<file path="config.mk">
export PLATFORM = sky130hd
export DESIGN_NAME = sync_debounce_inputs
export DESIGN_NICKNAME = d
export VERILOG_FILES = /design/src/rtl/input_sync_pkg.sv /design/src/rtl/sync_debounce_channel.sv /design/src/rtl/sync_debounce_inputs.sv
export SDC_FILE = /design/constraint.sdc
export NUM_CORES = 1
export LEC_CHECK = 0
export ABC_AREA = 0
export CAP_MARGIN = 20
export CORE_MARGIN = 5
export CORE_UTILIZATION = 56
export DETAILED_ROUTE_END_ITERATION = 12
export DONT_BUFFER_PORTS = 1
export HOLD_SLACK_MARGIN = 0.05
export PLACE_DENSITY = 0.74
export SLEW_MARGIN = 20
export SYNTH_ARGS = -nofsm -noshare
export SYNTH_HDL_FRONTEND = slang
export SYNTH_SLANG_ARGS = --single-unit
export TNS_END_PERCENT = 100
</file>
<file path="constraint.sdc">
create_clock -name clock -period 1.7 [get_ports clock]
set_clock_uncertainty 0.2 [all_clocks]
set_input_delay 0.51 -clock clock [delete_from_list [all_inputs] [get_ports clock]]
set_output_delay 0.51 -clock clock [all_outputs]
set_load 0.005 [all_outputs]
</file>
<file path="src/rtl/input_sync_pkg.sv">
// Shared constants and helpers for the input synchronizer / debounce block.
package input_sync_pkg;

  localparam int MIN_STAGES = 2;
  localparam int MAX_STAGES = 4;

  // The counter must be able to hold values up to DEBOUNCE_CYCLES without wrapping.
  function automatic int cnt_width(input int cycles);
    return (cycles < 1) ? 1 : $clog2(cycles + 1);
  endfunction

endpackage

</file>
<file path="src/rtl/sync_debounce_channel.sv">
// One input bit: flop synchronizer, saturating debounce counter, stable level
// and registered rise/fall strobes.
module sync_debounce_channel
  import input_sync_pkg::*;
#(
  parameter int STAGES          = 2,
  parameter int DEBOUNCE_CYCLES = 1000
) (
  input  logic clock,
  input  logic reset_n,
  input  logic i_level,
  output logic o_synced,
  output logic o_stable,
  output logic o_rise,
  output logic o_fall
);

  localparam int            CW       = cnt_width(DEBOUNCE_CYCLES);
  localparam logic [CW-1:0] CNT_LAST = CW'(DEBOUNCE_CYCLES - 1);

  logic [STAGES-1:0] r_sync;
  logic [CW-1:0]     r_cnt;
  logic              r_stable;
  logic              r_rise;
  logic              r_fall;

  logic              w_synced;
  logic [CW-1:0]     w_cnt_nxt;
  logic              w_stable_nxt;

  // Synchronizer chain: bit 0 samples the asynchronous level.
  always_ff @(posedge clock or negedge reset_n) begin
    if (!reset_n) begin
      r_sync <= '0;
    end else begin
      r_sync <= {r_sync[STAGES-2:0], i_level};
    end
  end

  assign w_synced = r_sync[STAGES-1];

  // Debounce: a mismatch must persist for DEBOUNCE_CYCLES consecutive cycles;
  // any return to the accepted level clears the count.
  always_comb begin
    w_cnt_nxt    = r_cnt;
    w_stable_nxt = r_stable;
    if (w_synced == r_stable) begin
      w_cnt_nxt = '0;
    end else if (r_cnt >= CNT_LAST) begin
      w_stable_nxt = w_synced;
      w_cnt_nxt    = '0;
    end else begin
      w_cnt_nxt = r_cnt + 1'b1;
    end
  end

  // Stable level and strobes update on the same edge.
  always_ff @(posedge clock or negedge reset_n) begin
    if (!reset_n) begin
      r_cnt    <= '0;
      r_stable <= 1'b0;
      r_rise   <= 1'b0;
      r_fall   <= 1'b0;
    end else begin
      r_cnt    <= w_cnt_nxt;
      r_stable <= w_stable_nxt;
      r_rise   <= w_stable_nxt & ~r_stable;
      r_fall   <= ~w_stable_nxt & r_stable;
    end
  end

  assign o_synced = w_synced;
  assign o_stable = r_stable;
  assign o_rise   = r_rise;
  assign o_fall   = r_fall;

endmodule

</file>
<file path="src/rtl/sync_debounce_inputs.sv">
// Multi-channel conditioner for asynchronous board inputs: optional inversion,
// synchronization, debounce, and clean rise/fall event strobes per channel.
module sync_debounce_inputs
  import input_sync_pkg::*;
#(
  parameter int               WIDTH           = 5,
  parameter int               STAGES          = 2,
  parameter int               DEBOUNCE_CYCLES = 1000,
  parameter logic [WIDTH-1:0] INVERT_MASK     = '0
) (
  input  logic             clock,
  input  logic             reset_n,
  input  logic [WIDTH-1:0] async_in,
  output logic [WIDTH-1:0] synced,
  output logic [WIDTH-1:0] stable,
  output logic [WIDTH-1:0] rise,
  output logic [WIDTH-1:0] fall,
  output logic             any_change
);

  if ((STAGES < MIN_STAGES) || (STAGES > MAX_STAGES)) begin : g_bad_stages
    $error("sync_debounce_inputs: STAGES must be within 2..4");
  end
  if (DEBOUNCE_CYCLES < 1) begin : g_bad_debounce
    $error("sync_debounce_inputs: DEBOUNCE_CYCLES must be >= 1");
  end

  logic [WIDTH-1:0] w_level;

  // Active-low keys are flipped before the first synchronizer flop.
  assign w_level = async_in ^ INVERT_MASK;

  for (genvar g = 0; g < WIDTH; g++) begin : g_ch
    sync_debounce_channel #(
      .STAGES          (STAGES),
      .DEBOUNCE_CYCLES (DEBOUNCE_CYCLES)
    ) u_ch (
      .clock    (clock),
      .reset_n  (reset_n),
      .i_level  (w_level[g]),
      .o_synced (synced[g]),
      .o_stable (stable[g]),
      .o_rise   (rise[g]),
      .o_fall   (fall[g])
    );
  end

  assign any_change = |(rise | fall);

endmodule

</file>
==> Word level (Yosys, flattened, before mapping) <==
Index checks and enable logic that the tools add are counted.
{ "word_totals": {"reg_bits": 75, "inputBits": 7, "output_inout_bits": 21, "wordCells": 82} }
{ "classes": {"addsub": 5, "magnitude_cmp": 5, "eq_ne": 5, "mux": 20, "bitwise_logic": 21, "n_reduce_logical": 1} }
{ "ops": {"columns": ["op", "n"], "rows": [
  ["$mux 10", 10],
  ["$add 10x1->10 const B", 5],
  ["$ge 10x10->1 const B", 5],
  ["$and 1x1->1", 10],
  ["$mux 1", 10],
  ["$not 1->1", 10],
  ["$eq 1x1->1", 5],
  ["$or 5x5->5", 1],
  ["$reduce_or 5->1", 1]
]} }

==> Depth between registers and ports, before layout <==
Gate-level depths: netlist of run 1.
{ "logic_depth": {"word_depth": 5, "depth_mapped": 6, "ltp_nobuf": 5} }

==> Hierarchy <==
Synthesis of run 1 repeated with hierarchy kept, for this count alone.
{ "unflattened": {"cells_unflattened": 279, "hier_area_um2": 3280.6} }
{ "modules_own_cells": {"columns": ["mod", "instances", "cells_each", "area_each_um2", "seq_area_each_um2"], "rows": [
  ["sync_debounce_channel", 5, 55, 651.9, 375.4],
  ["sync_debounce_inputs", 1, 4, 21.3, 0.0]
]} }

==> Worst setup path after synthesis of run 1 <==
Ideal clock, no wire load.
{ "synth_timing": {"kind": "register to register", "from": "register g_ch[4].u_ch.r_cnt[0]", "to": "register g_ch[4].u_ch.r_stable", "setup_time_ns": 0.125, "arrival_ns": 1.525, "required_time_ns": 1.375, "slack_ns": -0.150, "stages_incl_launch_ff": 5, "path_buffers": 0, "path_cell_list": "dfrtp_1 > ha_1 > a211o_2 > or3b_4 > mux2_4"} }
{ "synth_between": {"elab_chain_len": 3} }
{ "synth_lines": {"columns": ["element", "line_no", "rtl"], "rows": [
  ["start: declaration", "sync_debounce_channel.sv:22", "logic [CW-1:0] r_cnt;"],
  ["start signal: assignment", "sync_debounce_channel.sv:65", "r_cnt <= w_cnt_nxt;"],
  ["$ge 10x10->1", "sync_debounce_channel.sv:49", "end else if (r_cnt >= CNT_LAST) begin"],
  ["$mux 1", "sync_debounce_channel.sv:49", null],
  ["$mux 1", "sync_debounce_channel.sv:47", "if (w_synced == r_stable) begin"],
  ["named net g_ch[4].u_ch.w_stable_nxt", "sync_debounce_channel.sv:29", "logic w_stable_nxt;"],
  ["end signal: assignment", "sync_debounce_channel.sv:66", "r_stable <= w_stable_nxt;"],
  ["end: declaration", "sync_debounce_channel.sv:23", "logic r_stable;"]
]} }
The timed path passes the listed nets, and every way through them passes these cells.

==> Final worst setup path of run 1 <==
{ "layout_timing": {"from": "register g_ch[2].u_ch.r_fall", "to": "output any_change"} }
{ "layout_between": {"elab_chain_len": 2} }
{ "layout_lines": {"columns": ["element", "line_no", "rtl"], "rows": [
  ["start: declaration", "sync_debounce_channel.sv:25", "logic r_fall;"],
  ["start signal: assignment", "sync_debounce_channel.sv:68", "r_fall <= ~w_stable_nxt & r_stable;"],
  ["$or 5x5->5", "sync_debounce_inputs.sv:48", "assign any_change = |(rise | fall);"],
  ["$reduce_or 5->1", "sync_debounce_inputs.sv:48", null],
  ["end: declaration", "sync_debounce_inputs.sv:18", "output logic any_change"]
]} }
Every way passes these cells.

==> impl_metrics.py, run 1 <==
metrics = {
    "status": {
        "status": "complete, but fails checks",
        "failed_checks": "hold timing, setup timing",
    },
    "power": {
        "p_seq_share_pct": 58.1,
        "p_sw_share_pct": 21.5,
        "leakagePower_uw": 0.00177,
        "vdd.ir_drop.worst_mv": 0.529,
        "intPower_uw": 2510,
        "pwr-share-comb_pct": 4.7,
        "p_clk_share_pct": 37.2,
        "power_density_mw_per_mm2": 832,
        "switchingPower_uw": 688,
    },
    "grt": {
        "grt_usage_pct": 17.1,
        "grt_pass1_vias": 2192,
        "overflow": 0,
        "grt_pass1_wl_mm": 10.0,
        "antenna_found_initial": 0,
        "grt_max_degree": 76,
    },
    "die": {
        "fp.dieH_um": 87.1,
        "io_pins": 28,
        "fp.dieArea_sq_mm": 0.00758,
        "rows": 28,
        "die_w_um": 87.1,
        "coreArea_sq_mm": 0.00585,
        "start_util_pct": 56.9,
    },
    "sta": {
        "postLayoutSetupSlackWorst_ns": -0.202,
        "finalCritPeriodShare_pct": 112,
        "period_minus_slack_ns": 1.90,
        "tns_ns": -0.253,
        "slew_headroom_pct": 69.3,
        "slew_violations": 0,
        "whs_ns": -0.333,
        "worstMarginPinSlew_ns": 0.459,
        "hold_violations": 75,
        "clock.fmax_mhz": 526,
        "rsz0062_at_grt": "true",
        "setup_violations": 2,
    },
    "logic_synthesis": {
        "syn_area_per_cell_sq_um": 10.8,
        "syn-cell-area_sq_mm": 0.00333,
        "async_flop_share_pct": 100,
        "synthMuxAreaShare_pct": 1.80,
        "ys_seq_elements": 75,
        "ys_seq_area_share_pct": 56.4,
        "syn_nets": 321,
        "synth_adder_area_share_pct": 1.88,
        "synth_edf_count": 0,
        "netlist_instances": 309,
        "synth_cell_type_count": 33,
        "ys_warn_count": 0,
        "synth_top_family_by_area": "simple AND/OR/NAND/NOR gates",
        "synthSimpleGateAreaFrac_pct": 20.1,
        "synth_xor_xnor_area_share_pct": 7.63,
        "synth_compound_area_share_pct": 6.77,
        "synthFlopType": "dfrtp_1",
    },
    "clock_network": {
        "cts_made_buffers": 9,
        "cts_hold_buf": 5,
        "cts.reportedPaths.clkPinSlew_ns": 0.07,
        "cts_max_level": 3,
        "cts_tree": "done",
        "cts_root_buffer": "clkbuf_8",
        "cts_sinks": 75,
        "cts_buffer_depth": 2,
        "clk_latency_ns": 0.33,
    },
    "setup_path": {
        "worst_ep_required_time_ns": 0.99,
        "timing.rr.start": "g_ch[4].u_ch.r_cnt[0]",
        "crit_start": "g_ch[2].u_ch.o_fall",
        "r2r_cells": 4,
        "crit_arrival_ns": 1.19,
        "critical_path.startpoint_type": "flip-flop",
        "cp-end-kind": "primary output",
        "path_class": "flip-flop to primary output",
        "crit_fanout": 2,
    },
    "finish": {
        "n_antenna_cell": 0,
        "final_common_cell": "dfrtp_1",
        "nets": 346,
        "fill_cells": 436,
        "synthToLayoutAreaGrowth_pct": 15.5,
        "drive_above_1_share_pct": 23.9,
        "final_util_pct": 65.7,
        "mostFrequentLayoutCells": "75 x dfrtp_1, 39 x nor2_1, 29 x nand3_1, 29 x buf_4, 16 x xor2_1",
    },
    "placed_design": {
        "place.gp.congestion": 0.847,
        "io_buffer_count": 0,
        "dp_hpwl_mm": 4.06,
    },
    "run": {
        "maxCapViolCount": 0,
    },
    "hold_path": {
        "min_path_type": "input pin to asynchronous set/reset pin",
    },
    "route": {
        "wirelength_mm": 5.94,
        "ant_nets": 0,
        "avgViaCountPerCell": 5.46,
        "first_pass_iters": 4,
        "route.detailed.drc": 0,
        "routed-via-count": 2262,
        "drtIter0Drc": 133,
        "avgRoutedWirePerCell_um": 14.3,
    },
}
registers in the layout, summed over array words and instances, names as in the netlist:
register,cells
g_ch.u_ch.r_cnt,50
g_ch.u_ch.o_fall,5
g_ch.u_ch.r_sync,10
g_ch.u_ch.o_rise,5
g_ch.u_ch.o_stable,5
cell usage after synthesis, drive strengths merged, types with 2 or more instances:
cell | number | area, sq um
and3 | 9 | 58.8
nor3 | 5 | 25.0
xor2 | 16 | 140
a31oi | 2 | 12.5
nand3 | 34 | 170
mux2 | 5 | 60.1
and4 | 4 | 35.0
nand2 | 15 | 56.3
a211o | 5 | 45.0
nor4 | 3 | 18.8
xnor2 | 13 | 114
o211a | 2 | 20.0
ha | 5 | 62.6
nor2 | 45 | 169
a21boi | 3 | 22.5
nor3b | 10 | 75.1
inv | 7 | 26.3
o21ai | 2 | 10.0
dfrtp | 75 | 1880
buf | 20 | 150
a21oi | 13 | 65.1
nand4 | 6 | 37.5
a21o | 3 | 22.5
final timing paths:
check,to,slack [ns]
setup / recovery,any_change,-0.20
hold / removal,g_ch[2].u_ch.o_fall,-0.33
setup reg to reg,g_ch[4].u_ch.o_stable,-0.05
hold reg to reg,g_ch[2].u_ch.r_sync[1],0.15
max in group asynchronous,g_ch[3].u_ch.r_cnt[7],1.51
min in group clock,g_ch[2].u_ch.r_sync[1],0.15
power groups by stage:
stage	clock [uW]	sequential, uW	combinational (uW)
6_report	1190	1860	150
2_1_floorplan	0	1890	77.5
3_5_place_dp	0	1890	132
3_3_place_gp	0	1890	130
4_1_cts	1220	1860	143
5_1_grt	1310	1870	167
cell families (layout without fill, tap and decap cells):
| family | after synthesis | after routing |
|---|---|---|
| muxes | 5 | 5 |
| xor gates and xnor gates | 29 | 29 |
| and+or+nand+nor | 134 | 134 |
| buffers and inverters | 28 | 58 |
| adders and majority gates | 5 | 5 |
| DFF | 75 | 75 |
| AOI/OAI and AO/OA | 33 | 33 |
final cells by class:
class                      count  area [sq um]  share of cell area (%)
clock buffer                  14           163                    4.23
multi-input combinational    206          1400                    36.3
timing repair buffer          35           279                    7.26
sequential                    75          1880                    48.8
clock inverter                 2          10.0                   0.260
inverter                       7          26.3                   0.683
tap                           75          93.8                    2.44
per-layer routing:
layer | GRT usage, % | vias up | routed length, um
met5 | 0 | - | 0
met3 | 4.35 | 12 | 253
met4 | 7.95 | 0 | 124
met2 | 27.7 | 43 | 2890
li1 | - | 1113 | -
met1 | 21.7 | 1094 | 2670
stage by stage:
stage               instance area [sq um]  hold slack (ns)  std cells  worst slack, ns  total power (uW)
CTS                                  3770           -0.344        412           -0.249              3230
finish                               3840           -0.333        414           -0.202              3200
global route                         3840           -0.359        414           -0.275              3350
global placement                     3510           0.0175        391          0.00421              2020
floorplan                            3360           0.0144        309          -0.0609              1970
detailed placement                   3510           0.0175        391          -0.0194              2030
critical path, stage by stage, from the launching register on:
cell and delay, ns:
dfrtp_1 0.41, nor4_4 0.32, nand3_2 0.13
repair_timing:
item / CTS / global route
pin swaps: 1 / 12
endpoints found under the hold margin: 80 / 75
buffers inserted: 0 / 2
gates cloned: 0 / 0
gates resized for setup: 6 / 18
endpoints found under the setup margin: 10 / 37
(Power assumes the default switching activity.)
==> run 2, diff against run 1 <==
PLACE_DENSITY = 0.83   (was 0.74)
SYNTH_HIERARCHICAL = 1   (was default)
==> run 2 against run 1 <==
Net effect: the flow still finishes with violations (hold timing, setup timing); wire length increased by 30%; area after synthesis shrank 1.4%; sequential power about the same; hold slack worse by 0.025 ns.
==> impl_metrics.py, run 2 <==
metrics = {
    "setup_path": {
        "worst_ep_required_time_ns": 0.99,
        "cp_slowest_cell": "dfrtp_1",
        "cp_num_buf_inv": 0,
        "path_delay_family": "simple AND/OR/NAND/NOR gates",
        "crit_fanout": 2,
        "r2r-end": "g_ch[3].u_ch/r_cnt[8]",
        "timing.rr.start": "g_ch[3].u_ch/r_cnt[0]",
        "cp.depth": 2,
        "r2r_cells": 6,
        "r2r_slack_ns": -0.06,
        "cp_cell_sequence": "nor4_4 > nand3_1",
        "critical_path.startpoint_type": "flip-flop",
        "crit_start": "g_ch[0].u_ch/o_rise",
        "crit_path_end": "any_change",
        "path_class": "flip-flop to primary output",
        "cpPeakStageDelay_ns": 0.42,
        "cp-end-kind": "primary output",
        "crit_arrival_ns": 1.20,
    },
    "logic_synthesis": {
        "synth_edf_count": 0,
        "syn-cell-area_sq_mm": 0.00328,
        "ys_seq_area_share_pct": 57.2,
        "synthFlopType": "dfrtp_1",
        "async_flop_share_pct": 100,
        "synth_area_leaders": "dfrtp_1 57%, nor2_1 5.8%, xnor2_1 4.0%, xor2_1 4.0%, nand4_4 3.2%",
        "ys_warn_count": 6,
        "yosysTopAreaCell": "dfrtp_1",
        "synth_adder_area_share_pct": 1.91,
        "yosysMostFrequentCell": "dfrtp_1",
        "synth_cell_type_count": 21,
        "syn_nets": 291,
        "netlist_instances": 279,
        "syn_area_per_cell_sq_um": 11.8,
        "synthMuxAreaShare_pct": 2.29,
        "ys_top_cells_by_count": "75 x dfrtp_1, 51 x nor2_1, 21 x nand3_1",
        "synth_top_family_by_area": "simple AND/OR/NAND/NOR gates",
        "ys_seq_elements": 75,
        "synth_compound_area_share_pct": 6.86,
        "synthSimpleGateAreaFrac_pct": 23.2,
        "synth_xor_xnor_area_share_pct": 8.01,
        "synth_top_area_share_pct": 57.2,
    },
    "placed_design": {
        "dp_hpwl_mm": 4.32,
        "place.gp.congestion": 0.840,
        "io_buffer_count": 0,
        "dp_cells": 371,
    },
    "power": {
        "vdd.ir_drop.worst_mv": 0.665,
        "pwr-share-comb_pct": 6.1,
        "switchingPower_uw": 810,
        "power_density_mw_per_mm2": 845,
        "p_sw_share_pct": 22.2,
        "leakagePower_uw": 0.00190,
        "p_seq_share_pct": 51.3,
        "p_clk_share_pct": 42.6,
        "intPower_uw": 2840,
    },
    "clock_network": {
        "cts.reportedPaths.clkPinSlew_ns": 0.08,
        "cts_tree": "done",
        "cts_sinks": 75,
        "clk_latency_ns": 0.35,
        "cts_root_buffer": "clkbuf_8",
        "cts_max_level": 3,
        "cts_made_buffers": 9,
        "cts_hold_buf": 5,
        "cts_buffer_depth": 2,
    },
    "die": {
        "coreArea_sq_mm": 0.00561,
        "io_pins": 28,
        "fp.dieH_um": 86.5,
        "die_w_um": 86.5,
        "start_util_pct": 58.5,
        "rows": 27,
        "fp.dieArea_sq_mm": 0.00749,
    },
    "route": {
        "drtIter0Drc": 109,
        "wirelength_mm": 7.69,
        "ant_nets": 0,
        "avgRoutedWirePerCell_um": 18.9,
        "routed-via-count": 2400,
        "first_pass_iters": 4,
        "route.detailed.drc": 0,
        "avgViaCountPerCell": 5.90,
    },
    "finish": {
        "mostFrequentLayoutCells": "75 x dfrtp_1, 30 x buf_4, 29 x nor2_4",
        "fill_cells": 317,
        "regArea_sq_mm": 0.00188,
        "largest_reg_flops": 50,
        "n_antenna_cell": 0,
        "final_cells": 407,
        "nets": 342,
        "synthToLayoutAreaGrowth_pct": 31.6,
        "final_util_pct": 77.0,
        "top_regs": "g_ch.u_ch/r_cnt: 50 flops, g_ch.u_ch/r_sync: 10 flops",
        "largest_register": "g_ch.u_ch/r_cnt",
        "multi_input_area_sq_mm": 0.00177,
        "drive_above_1_share_pct": 39.4,
        "final_common_cell": "dfrtp_1",
    },
    "sta": {
        "worstMarginPinSlew_ns": 0.392,
        "slew_headroom_pct": 73.8,
        "rsz0062_at_grt": "true",
        "postLayoutSetupSlackWorst_ns": -0.210,
        "setup_violations": 15,
        "whs_ns": -0.357,
        "finalCritPeriodShare_pct": 112,
        "hold_violations": 75,
        "clock.fmax_mhz": 524,
        "period_minus_slack_ns": 1.91,
        "slew_violations": 0,
    },
    "hold_path": {
        "min_path_type": "input pin to asynchronous set/reset pin",
    },
    "grt": {
        "grt_usage_pct": 19.8,
        "grt_max_degree": 76,
        "antenna_found_initial": 0,
        "overflow": 0,
        "grt_pass1_wl_mm": 11.4,
        "grt_pass1_vias": 2433,
    },
    "status": {
        "status": "complete, but fails checks",
        "failed_checks": "hold timing, setup timing",
    },
    "run": {
        "maxCapViolCount": 0,
    },
}
[run 2: changes by cell type in the layout (fill, tap and decap cells not counted), sizes merged, moves of 4 or more]
cell	change
a21oi	-13
a31oi	+13
nand3	-13
and3	+6
nor2	+6
buf	+5
nand2	+5
nor3	-5
and4	-4
nand4	+4
o221a	+4
[run 2: cell type report]
cell class	instances	area share, %
Clock inverter	4	1.68
Timing Repair Buffer	40	7.68
Clock buffer	12	3.59
Multi-Input combinational cell	199	41.0
Tap cell	72	2.09
Inverter	5	0.435
Sequential cell	75	43.5
[run 2: power groups by stage]
stage                     clock network [uW]  registers (uW)  logic [uW]
after floorplan                            0            1890        76.5
after global placement                     0            1900         111
after detailed placement                   0            1900         115
after CTS                               1590            1870         145
after global routing                    1680            1880         241
final                                   1550            1870         223
[run 2: per-layer routing]
| layer | GRT usage, % | up-vias | part of all wire [%] |
|---|---|---|---|
| met1 | 24.7 | 1224 | 40 |
| met4 | 8.78 | 0 | 3.1 |
| met5 | 0 | - | 0 |
| met3 | 6.46 | 20 | 5.4 |
| met2 | 31.4 | 69 | 52 |
| li1 | - | 1087 | - |
[run 2: cells by family after synthesis]
logic type	count (synthesis)
and+or+nand+nor	129
adders and majority gates	5
buffers and inverters	5
xor gates and xnor gates	30
DFF	75
AOI/OAI and AO/OA	30
muxes	5
[run 2: timing repair]
action | in CTS | in global routing
resized for setup | 9 | 73
pin swaps | 2 | 45
hold endpoints to repair | 80 | 75
setup buffers | 4 | 12
setup endpoints to repair | 19 | 41
[run 2: worst register-to-register path, cell delays in order, from the launching register on]
cell     delay, ns
dfrtp_1       0.39
ha_2          0.20
a211o_4       0.35
buf_4         0.15
nand2_1       0.06
nand2_1       0.07
a31oi_1       0.23
[run 2: worst min-delay path by stage]
stage	endpoint	from	slack (ns)	depth (start not counted)
4_1_cts	g_ch[4].u_ch/o_rise	reset_n	-0.37	0
3_5_place_dp	g_ch[4].u_ch/o_rise	reset_n	0.02	0
2_1_floorplan	g_ch[0].u_ch/o_fall	reset_n	0.01	0
5_1_grt	g_ch[1].u_ch/r_cnt[1]	reset_n	-0.38	0
6_report	g_ch[1].u_ch/r_cnt[0]	reset_n	-0.36	0
3_3_place_gp	g_ch[4].u_ch/r_cnt[7]	reset_n	0.02	0
[run 2: through the flow]
step           hold slack [ns]  setup slack (ns)  setup TNS [ns]  total power, uW  cell area (sq um)
2_1_floorplan           0.0144            0.0107               0             1970               3330
3_3_place_gp            0.0173            0.0456               0             2010               3570
3_5_place_dp            0.0166          -0.00345        -0.00976             2020               3570
4_1_cts                 -0.371            -0.242          -0.242             3610               3910
5_1_grt                 -0.385            -0.287           -1.82             3800               4320
6_report                -0.357            -0.210          -0.442             3650               4320
==> run 3, diff against run 2 <==
CAP_MARGIN = 5   (was 20)
==> results of run 3 <==
Same layout as run 2: the final DEF is identical, and so are final timing and power.
